File: config.mk
export PLATFORM = sky130hd
export DESIGN_NAME = multicycle_ctrl_fsm_flat
export DESIGN_NICKNAME = d
export VERILOG_FILES = /design/src/rtl/multicycle_ctrl_fsm_if.sv /design/src/rtl/multicycle_ctrl_fsm.sv /design/src/flat_wrapper.sv
export SDC_FILE = /design/constraint.sdc
export NUM_CORES = 1
export LEC_CHECK = 0
export CORE_MARGIN = 2
export CORE_UTILIZATION = 49
export CTS_BUF_LIST = sky130_fd_sc_hd__clkbuf_16
export CTS_CLUSTER_SIZE = 24
export DETAILED_ROUTE_END_ITERATION = 16
export GPL_TIMING_DRIVEN = 1
export HOLD_SLACK_MARGIN = 0.15
export PLACE_DENSITY = 0.78
export SLEW_MARGIN = 20
export SYNTH_ARGS = -nofsm -noshare
export SYNTH_HDL_FRONTEND = slang
export SYNTH_SLANG_ARGS = --single-unit
export TNS_END_PERCENT = 20
File: constraint.sdc
create_clock -name clk -period 2.45 [get_ports clk]
set_clock_uncertainty 0.15 [all_clocks]
set_input_delay 0.245 -clock clk [delete_from_list [all_inputs] [get_ports clk]]
set_output_delay 0.245 -clock clk [all_outputs]
set_load 0.02 [all_outputs]
File: src/rtl/multicycle_ctrl_fsm_if.sv
// Control bundle between the multicycle sequencer (master) and the datapath (slave).
interface multicycle_ctrl_fsm_if #(
    parameter int unsigned CNT_W = 16
);
    logic [15:0]      instr;
    logic             mem_ready;
    logic             alu_zero;
    logic             ir_we;
    logic             pc_we;
    logic [1:0]       pc_src;
    logic             mem_req;
    logic             mem_we;
    logic             mem_addr_sel;
    logic [1:0]       alu_op;
    logic             alu_srcb;
    logic             rf_we;
    logic [1:0]       reg_destsel;
    logic [1:0]       wb_sel;
    logic [2:0]       state_o;
    logic             halted;
    logic             illegal;
    logic [CNT_W-1:0] instr_retired;

    modport master (
        input  instr, mem_ready, alu_zero,
        output ir_we, pc_we, pc_src, mem_req, mem_we, mem_addr_sel, alu_op, alu_srcb,
               rf_we, reg_destsel, wb_sel, state_o, halted, illegal, instr_retired
    );

    modport slave (
        output instr, mem_ready, alu_zero,
        input  ir_we, pc_we, pc_src, mem_req, mem_we, mem_addr_sel, alu_op, alu_srcb,
               rf_we, reg_destsel, wb_sel, state_o, halted, illegal, instr_retired
    );
endinterface

File: src/rtl/multicycle_ctrl_fsm.sv
// Multi-cycle FETCH/DECODE/EXEC/MEM/WB sequencer for the 16-bit RISC core.
// Moore outputs are registered from the next state; ir_we/pc_we/pc_src take late qualifiers.
module multicycle_ctrl_fsm #(
    parameter int unsigned MEM_TIMEOUT = 15,
    parameter int unsigned CNT_W       = 16
) (
    input logic                   clk,
    input logic                   rst_n,
    multicycle_ctrl_fsm_if.master bus
);
    typedef enum logic [2:0] {
        StFetch  = 3'd0,
        StDecode = 3'd1,
        StExec   = 3'd2,
        StMem    = 3'd3,
        StWb     = 3'd4,
        StHalt   = 3'd7
    } state_e;

    localparam logic [7:0] TimeoutVal = 8'(MEM_TIMEOUT);

    logic [3:0] opcode;
    logic       is_add, is_adi, is_nand, is_lhi, is_lw, is_sw, is_beq, is_jal, is_jlr, legal;
    logic       unused_instr_bits;

    assign opcode            = bus.instr[15:12];
    assign unused_instr_bits = ^bus.instr[11:0];
    assign is_add  = (opcode == 4'h0);
    assign is_adi  = (opcode == 4'h1);
    assign is_nand = (opcode == 4'h2);
    assign is_lhi  = (opcode == 4'h3);
    assign is_lw   = (opcode == 4'h4);
    assign is_sw   = (opcode == 4'h5);
    assign is_jal  = (opcode == 4'h8);
    assign is_jlr  = (opcode == 4'h9);
    assign is_beq  = (opcode == 4'hC);
    assign legal   = is_add | is_adi | is_nand | is_lhi | is_lw | is_sw | is_jal | is_jlr | is_beq;

    state_e           state_q, state_d;
    logic [7:0]       wait_q, wait_d;
    logic             halted_q, halted_d;
    logic             illegal_q, illegal_d;
    logic [CNT_W-1:0] retired_q, retired_d;
    logic             mem_req_q, mem_req_d;
    logic             mem_we_q, mem_we_d;
    logic             mem_addr_sel_q, mem_addr_sel_d;
    logic [1:0]       alu_op_q, alu_op_d;
    logic             alu_srcb_q, alu_srcb_d;
    logic             rf_we_q, rf_we_d;
    logic [1:0]       reg_destsel_q, reg_destsel_d;
    logic [1:0]       wb_sel_q, wb_sel_d;
    logic             pc_we_q, pc_we_d;
    logic [1:0]       pc_src_q, pc_src_d;
    logic             beq_exec_q, beq_exec_d;
    logic             mem_timeout;

    assign mem_timeout = !bus.mem_ready && (wait_q == TimeoutVal);

    always_comb begin
        state_d   = state_q;
        halted_d  = halted_q;
        illegal_d = illegal_q;
        retired_d = retired_q;
        wait_d    = wait_q;
        unique case (state_q)
            StFetch: begin
                if (bus.mem_ready)    state_d = StDecode;
                else if (mem_timeout) state_d = StHalt;
            end
            StDecode: state_d = legal ? StExec : StHalt;
            StExec: begin
                if (is_lw || is_sw) state_d = StMem;
                else if (is_beq)    state_d = StFetch;
                else                state_d = StWb;
            end
            StMem: begin
                if (bus.mem_ready)    state_d = is_lw ? StWb : StFetch;
                else if (mem_timeout) state_d = StHalt;
            end
            StWb:    state_d = StFetch;
            StHalt:  state_d = StHalt;
            default: state_d = StHalt;
        endcase

        if (state_d == StHalt && state_q != StHalt) begin
            halted_d  = 1'b1;
            illegal_d = (state_q == StDecode);
        end
        if (state_d == StFetch &&
            (state_q == StExec || state_q == StMem || state_q == StWb)) begin
            retired_d = retired_q + CNT_W'(1);
        end
        // Any state change clears the wait counter, so it starts fresh in FETCH and MEM.
        if (state_d != state_q)                wait_d = 8'd0;
        else if (mem_req_q && !bus.mem_ready) wait_d = wait_q + 8'd1;
    end

    always_comb begin
        mem_req_d      = (state_d == StFetch) || (state_d == StMem);
        mem_addr_sel_d = (state_d == StMem);
        mem_we_d       = (state_d == StMem) && is_sw;
        alu_op_d       = 2'b00;
        alu_srcb_d     = 1'b0;
        rf_we_d        = (state_d == StWb);
        reg_destsel_d  = 2'b11;
        wb_sel_d       = 2'b00;
        pc_we_d        = (state_d == StWb) || ((state_d == StExec) && is_beq);
        pc_src_d       = 2'b00;
        beq_exec_d     = (state_d == StExec) && is_beq;
        if (state_d == StExec) begin
            alu_srcb_d = is_adi | is_lw | is_sw;
            if (is_nand)     alu_op_d = 2'b01;
            else if (is_beq) alu_op_d = 2'b10;
            else if (is_lhi) alu_op_d = 2'b11;
        end
        if (state_d == StWb) begin
            if (is_add || is_nand) reg_destsel_d = 2'b10;
            else if (is_adi)       reg_destsel_d = 2'b01;
            else                   reg_destsel_d = 2'b00;
            if (is_lw)                 wb_sel_d = 2'b01;
            else if (is_lhi)           wb_sel_d = 2'b10;
            else if (is_jal || is_jlr) wb_sel_d = 2'b11;
            if (is_jal)      pc_src_d = 2'b11;
            else if (is_jlr) pc_src_d = 2'b10;
        end
    end

    always_ff @(posedge clk or negedge rst_n) begin
        if (!rst_n) begin
            state_q        <= StFetch;
            wait_q         <= 8'd0;
            halted_q       <= 1'b0;
            illegal_q      <= 1'b0;
            retired_q      <= '0;
            mem_req_q      <= 1'b1;
            mem_we_q       <= 1'b0;
            mem_addr_sel_q <= 1'b0;
            alu_op_q       <= 2'b00;
            alu_srcb_q     <= 1'b0;
            rf_we_q        <= 1'b0;
            reg_destsel_q  <= 2'b11;
            wb_sel_q       <= 2'b00;
            pc_we_q        <= 1'b0;
            pc_src_q       <= 2'b00;
            beq_exec_q     <= 1'b0;
        end else begin
            state_q        <= state_d;
            wait_q         <= wait_d;
            halted_q       <= halted_d;
            illegal_q      <= illegal_d;
            retired_q      <= retired_d;
            mem_req_q      <= mem_req_d;
            mem_we_q       <= mem_we_d;
            mem_addr_sel_q <= mem_addr_sel_d;
            alu_op_q       <= alu_op_d;
            alu_srcb_q     <= alu_srcb_d;
            rf_we_q        <= rf_we_d;
            reg_destsel_q  <= reg_destsel_d;
            wb_sel_q       <= wb_sel_d;
            pc_we_q        <= pc_we_d;
            pc_src_q       <= pc_src_d;
            beq_exec_q     <= beq_exec_d;
        end
    end

    // mem_we_q is only high in MEM for SW, which retires with a PC+1 update on ready.
    assign bus.ir_we         = (state_q == StFetch) && bus.mem_ready;
    assign bus.pc_we         = pc_we_q || (mem_we_q && bus.mem_ready);
    assign bus.pc_src        = beq_exec_q ? {1'b0, bus.alu_zero} : pc_src_q;
    assign bus.mem_req       = mem_req_q;
    assign bus.mem_we        = mem_we_q;
    assign bus.mem_addr_sel  = mem_addr_sel_q;
    assign bus.alu_op        = alu_op_q;
    assign bus.alu_srcb      = alu_srcb_q;
    assign bus.rf_we         = rf_we_q;
    assign bus.reg_destsel   = reg_destsel_q;
    assign bus.wb_sel        = wb_sel_q;
    assign bus.state_o       = state_q;
    assign bus.halted        = halted_q;
    assign bus.illegal       = illegal_q;
    assign bus.instr_retired = retired_q;
endmodule

File: src/flat_wrapper.sv
// flat-port wrapper written by rule: the top's interface ports become plain ports
module multicycle_ctrl_fsm_flat 
#(
    parameter int unsigned MEM_TIMEOUT = 15,
    parameter int unsigned CNT_W       = 16
)
  (clk, rst_n, bus_instr, bus_mem_ready, bus_alu_zero, bus_ir_we, bus_pc_we, bus_pc_src, bus_mem_req, bus_mem_we, bus_mem_addr_sel, bus_alu_op, bus_alu_srcb, bus_rf_we, bus_reg_destsel, bus_wb_sel, bus_state_o, bus_halted, bus_illegal, bus_instr_retired);
  multicycle_ctrl_fsm_if #(.CNT_W(CNT_W)) bus_i ();
  input logic clk;
  input logic rst_n;
  input wire logic [$bits(bus_i.instr)-1:0] bus_instr;
  input wire logic [$bits(bus_i.mem_ready)-1:0] bus_mem_ready;
  input wire logic [$bits(bus_i.alu_zero)-1:0] bus_alu_zero;
  output wire logic [$bits(bus_i.ir_we)-1:0] bus_ir_we;
  output wire logic [$bits(bus_i.pc_we)-1:0] bus_pc_we;
  output wire logic [$bits(bus_i.pc_src)-1:0] bus_pc_src;
  output wire logic [$bits(bus_i.mem_req)-1:0] bus_mem_req;
  output wire logic [$bits(bus_i.mem_we)-1:0] bus_mem_we;
  output wire logic [$bits(bus_i.mem_addr_sel)-1:0] bus_mem_addr_sel;
  output wire logic [$bits(bus_i.alu_op)-1:0] bus_alu_op;
  output wire logic [$bits(bus_i.alu_srcb)-1:0] bus_alu_srcb;
  output wire logic [$bits(bus_i.rf_we)-1:0] bus_rf_we;
  output wire logic [$bits(bus_i.reg_destsel)-1:0] bus_reg_destsel;
  output wire logic [$bits(bus_i.wb_sel)-1:0] bus_wb_sel;
  output wire logic [$bits(bus_i.state_o)-1:0] bus_state_o;
  output wire logic [$bits(bus_i.halted)-1:0] bus_halted;
  output wire logic [$bits(bus_i.illegal)-1:0] bus_illegal;
  output wire logic [$bits(bus_i.instr_retired)-1:0] bus_instr_retired;
  assign bus_i.instr = bus_instr;
  assign bus_i.mem_ready = bus_mem_ready;
  assign bus_i.alu_zero = bus_alu_zero;
  assign bus_ir_we = bus_i.ir_we;
  assign bus_pc_we = bus_i.pc_we;
  assign bus_pc_src = bus_i.pc_src;
  assign bus_mem_req = bus_i.mem_req;
  assign bus_mem_we = bus_i.mem_we;
  assign bus_mem_addr_sel = bus_i.mem_addr_sel;
  assign bus_alu_op = bus_i.alu_op;
  assign bus_alu_srcb = bus_i.alu_srcb;
  assign bus_rf_we = bus_i.rf_we;
  assign bus_reg_destsel = bus_i.reg_destsel;
  assign bus_wb_sel = bus_i.wb_sel;
  assign bus_state_o = bus_i.state_o;
  assign bus_halted = bus_i.halted;
  assign bus_illegal = bus_i.illegal;
  assign bus_instr_retired = bus_i.instr_retired;
  multicycle_ctrl_fsm #(.MEM_TIMEOUT(MEM_TIMEOUT), .CNT_W(CNT_W)) u_core (.clk(clk), .rst_n(rst_n), .bus(bus_i));
endmodule
======== Word level (Yosys, flattened, before mapping) ========
Index checks and enable logic that the tools add are counted.
W data, S select, Z words.
cells by class
  add/sub/neg operators ................... 2
  equal/unequal tests ..................... 19
  mux-type cells .......................... 26
  bitwise logic cells ..................... 10
  reduce and logical (&&, ||, !) cells .... 21
operators by type and width
  operator                 number
  $mux W2                  14
  $mux W3                  7
  $add A16 B1 Y16 const B  1
  $mux W8                  2
  $pmux W3 S5              1
  $eq A3 B2 Y1 const B     4
  $eq A4 B4 Y1 const B     3
  $or A1 B1 Y1             10
  $eq A3 B3 Y1 const B     3
  $add A8 B1 Y8 const B    1
  $eq A4 B2 Y1 const B     2
  $eq A4 B3 Y1 const B     2
  $eq A8 B4 Y1 const B     1
  $logic_and A1 B1 Y1      8
  $logic_or A1 B1 Y1       8
  $logic_not A3 Y1         2
  $eq A4 B1 Y1 const B     1
  $logic_not A4 Y1         1
  $eq A3 B1 Y1 const B     1
  $ne A3 B3 Y1             1
  $ne A3 B3 Y1 const B     1
  $mux W1                  2
  $reduce_bool A2 Y1       1
  $logic_not A1 Y1         1
word-level totals
  bits in registers ....................... 44
  input port bits ......................... 20
  output and inout port bits .............. 36
  word-level logic and storage cells ...... 94

======== Depth between registers and ports, before layout ========
  depth in word-level cells ............... 14
  depth in mapped cells ................... 7
  depth with buffers taken out ............ 6

======== Least setup slack after synthesis ========
OpenSTA, ideal clock, no wires.
  path type ............................... reg2out
  start ................................... register u_core.state_q[1], in the netlist u_core.bus.state_o[1]
  end ..................................... output port bus_ir_we
  arrival ................................. 1.705 ns
  required time ........................... 2.055 ns
  setup slack ............................. 0.350 ns
  stages on the path, launching flop included .. 6
  path buffers ............................ 1
  cells stage by stage .................... dfrtp_1 -> buf_2 -> nand2b_1 -> a21oi_1 -> a21oi_1 -> a21oi_1
on the way
  longest elaborated chain between the ends .. 2
ends and longest elaborated chain
  item                    RTL line                    source
  from (decl)             multicycle_ctrl_fsm.sv:39   state_e state_q, state_d;
  from (signal assigned)  multicycle_ctrl_fsm.sv:130  state_q <= StFetch;
  from (signal assigned)  multicycle_ctrl_fsm.sv:147  state_q <= state_d;
  $logic_not A3 Y1        multicycle_ctrl_fsm.sv:167  assign bus.ir_we = (state_q == StFetch) && bus.mem_ready;
  $logic_and A1 B1 Y1     multicycle_ctrl_fsm.sv:167
  to (decl)               flat_wrapper.sv:14          output wire logic [$bits(bus_i.ir_we)-1:0] bus_ir_we;
Every way passes these cells.

==> results.sh <==
export IMPL_grt_start_max_net_pins=45
export IMPL_p_seq_frac=0.363
export IMPL_run_status="finished clean"
export IMPL_core_area_um2=4410
export IMPL_hpwlAfterDp_mm=3.52
export IMPL_fin_crit_ns=2.35
export IMPL_antenna_cells=0
export IMPL_clockRootBuffer="clkbuf_16"
export IMPL_dr_pass1_iters=5
export IMPL_wl_per_cell_um=14.8
export IMPL_drv_slew=0
export IMPL_vias=1835
export IMPL_synthTopCellsByArea="dfrtp_1 (45%), xor2_1 (4.6%), xnor2_1 (3.9%)"
export IMPL_drc=0
export IMPL_cap_viol_max_count=0
export IMPL_swShare=0.317
export IMPL_gp_congestion=0.815
export IMPL_grt_pass1_wl_mm=8.76
export IMPL_final_hold_viol_count=0
export IMPL_setup_viol=0
export IMPL_r2r_cells=7
export IMPL_finalCritPeriodShare=0.959
export IMPL_dieArea_um2=5180
export IMPL_drtAntennaViolNets=0
export IMPL_grt_use_total=0.217
export IMPL_tns_ns=0
export IMPL_ys_types=57
export IMPL_synth_yosys_seq_area_share=0.488
export IMPL_cts_buffers=5
export IMPL_ir_drop_uv=627
export IMPL_viasPerCell=5.48
export IMPL_hold_depth=1
export IMPL_ys_ff_latch=44
export IMPL_power_density_nw_per_um2=784
export IMPL_crit_start="u_core.wait_q[1]"
export IMPL_timing_hold_ws_ns=0.315
export IMPL_cts_reportedPaths_clkPinSlew_ns=0.06
export IMPL_slew_headroom=0.597
export IMPL_die_w_um=72.0
export IMPL_cts_sinks=44
export IMPL_drive_gt1_frac=0.194
export IMPL_synthFlopType="dfrtp_1"
export IMPL_ys_warn_count=0
export IMPL_worstMarginPinSlew_ns=0.602
export IMPL_num_rows=24
export IMPL_overflow=0
export IMPL_clk_path_buf_depth=2
export IMPL_port_buffers=43
export IMPL_async_flop_share=1.00
export IMPL_endpoint="bus_ir_we"
export IMPL_worstPathMaxFanout=3
export IMPL_synth_area_per_cell_um2=10.6
export IMPL_cp_arrival_ns=1.95
export IMPL_power_switching_mw=0.767
export IMPL_post_route_util=0.700
export IMPL_criticalPathCategory="reg -> out"
export IMPL_nNetsFinal=304
export IMPL_synth_edf_count=0
export IMPL_ioPinCount=56
export IMPL_slowest_delay_ns=0.38
export IMPL_r2r_start="u_core.bus.state_o[1]"
export IMPL_final_cell_mix="clkdlybuf4s50_1 (41), dfrtp_1 (41), buf_4 (29), nand2_1 (18), nor2_1 (15)"
export IMPL_hold_path_class="reg -> reg"
export IMPL_grt_pass1_vias=1775
export IMPL_insertion_delay_ns=0.29
export IMPL_area_growth_pct=36.4
export IMPL_p_int_mw=1.65
export IMPL_syn_inst=214
export IMPL_combPwrFrac=0.327
export IMPL_htree_levels=2
export IMPL_clock_fmax_mhz=426
export IMPL_antenna_found_initial=0
export IMPL_synth_top_area_cell="dfrtp_1"
export IMPL_pwr_share_clk=0.310
export IMPL_initial_core_util=0.513
export IMPL_cts_tree="built"
export IMPL_cp_cell_sequence="ha_2 -> and4b_4 -> nand3b_1 -> a211o_1 -> inv_1 -> a21oi_1 -> clkdlybuf4s15_1"
export IMPL_regToRegSetupSlack_ns=0.20
export IMPL_cp_slowest_cell="dfrtp_1"
export IMPL_die_y_um=72.0
export IMPL_crit_required_ns=2.06
export IMPL_drt_iter0_drc=132
export IMPL_syn_nets=236
export IMPL_crit_path_start_kind="flip-flop"
export IMPL_p_leak_nw=1.42
export IMPL_rr_endpoint="u_core.bus.mem_we"
export IMPL_synth_top_cell_area_share=0.453
export IMPL_wirelength_mm=4.95
export IMPL_cp_end_kind="output pin"
export IMPL_syn_cell_area_um2=2260
cells in the mapped netlist, types with 2 or more instances:
master    number
a211o_1        2
a211oi_2       2
a21o_1         5
a21oi_1        8
and2b_1        2
and3_1         7
buf_2          4
buf_6          2
clkbuf_1       4
dfrtp_1       41
dfstp_2        3
ha_1           2
inv_1          4
mux2_2         2
nand2_1       18
nand2b_1       5
nand3_1       10
nand4_1        4
nor2_1        15
nor2b_1        3
nor3_1         5
nor3b_1        3
nor4_1         5
o211ai_1       2
o21ai_0        2
o21ai_1        2
o21bai_1       2
xnor2_1       10
xor2_1        12
layer usage:
metal | share of wire | GRT usage | vias up
met5 | 0 | 0 | -
met4 | 0.016 | 0.0776 | 0
met3 | 0.044 | 0.0486 | 6
met2 | 0.47 | 0.328 | 43
met1 | 0.47 | 0.309 | 890
li1 | - | - | 896
power by group through the flow:
stage	logic [mW]	clock network, mW	registers (mW)
2_1_floorplan	0.443	0	0.919
3_3_place_gp	0.772	0	0.892
3_5_place_dp	0.784	0	0.892
4_1_cts	0.786	0.763	0.881
5_1_grt	0.872	0.793	0.893
6_report	0.791	0.751	0.879
registers in the layout (all words and copies together), names as in the netlist:
name	count
u_core.pc_we_q	1
u_core.bus.illegal	1
u_core.beq_exec_q	1
u_core.bus.alu_op	2
u_core.bus.mem_addr_sel	1
u_core.bus.mem_we	1
u_core.bus.state_o	3
u_core.bus.alu_srcb	1
u_core.wait_q	8
u_core.bus.wb_sel	2
u_core.bus.halted	1
u_core.bus.mem_req	1
u_core.pc_src_q	2
u_core.bus.instr_retired	16
u_core.bus.rf_we	1
u_core.bus.reg_destsel	2
layout make-up:
cell class / instances / area, µm²
Fill cell: 346 / 1330
Clock inverter: 3 / 42.5
Inverter: 4 / 15.0
Sequential cell: 44 / 1100
Timing Repair Buffer: 72 / 648
Clock buffer: 5 / 125
Multi-Input combinational cell: 155 / 1090
Tap cell: 52 / 65.1
per-stage QoR:
step,std cells,total power [mW],area [µm²],setup slack [ns]
detailed placement,325,1.68,2890,-0.0891
global placement,325,1.66,2890,-0.0836
floorplan,214,1.36,2260,0.350
global route,335,2.56,3090,-0.00598
CTS,334,2.43,3070,0.0273
finish,335,2.42,3090,0.101
worst min path at each step:
stage	from	slack, ns	endpoint
after floorplan	rst_n	-0.20	u_core.beq_exec_q
final	u_core.bus.halted	0.32	u_core.bus.halted
after global placement	rst_n	0.29	u_core.wait_q[2]
after global routing	u_core.bus.halted	0.34	u_core.bus.halted
after detailed placement	u_core.bus.halted	0.30	u_core.bus.halted
after CTS	u_core.bus.halted	0.32	u_core.bus.halted
worst max-delay path: cells and delay by family, from the launching register on:
| kind | cells | cell delay, ns |
|---|---|---|
| AO/OA/AOI/OAI | 2 | 0.34 |
| adder cells (fa/ha/maj) | 1 | 0.22 |
| buffers and inverters | 2 | 0.36 |
| flip-flops | 1 | 0.38 |
| AND/OR/NAND/NOR | 2 | 0.37 |
kinds of logic after synthesis:
group | synth area share
AOI/OAI and AO/OA | 0.119
and+or+nand+nor | 0.247
xor gates and xnor gates | 0.0851
buffers and inverters | 0.0354
adders and majority gates | 0.0110
DFF | 0.488
muxes | 0.0144
repair_timing:
item	in CTS	in global routing
buffers inserted	0	1
setup endpoints to repair	1	1
hold buffers	1	0
gates resized for setup	1	3
endpoints found under the hold margin	41	0
Power figures use the tool's default switching activity.
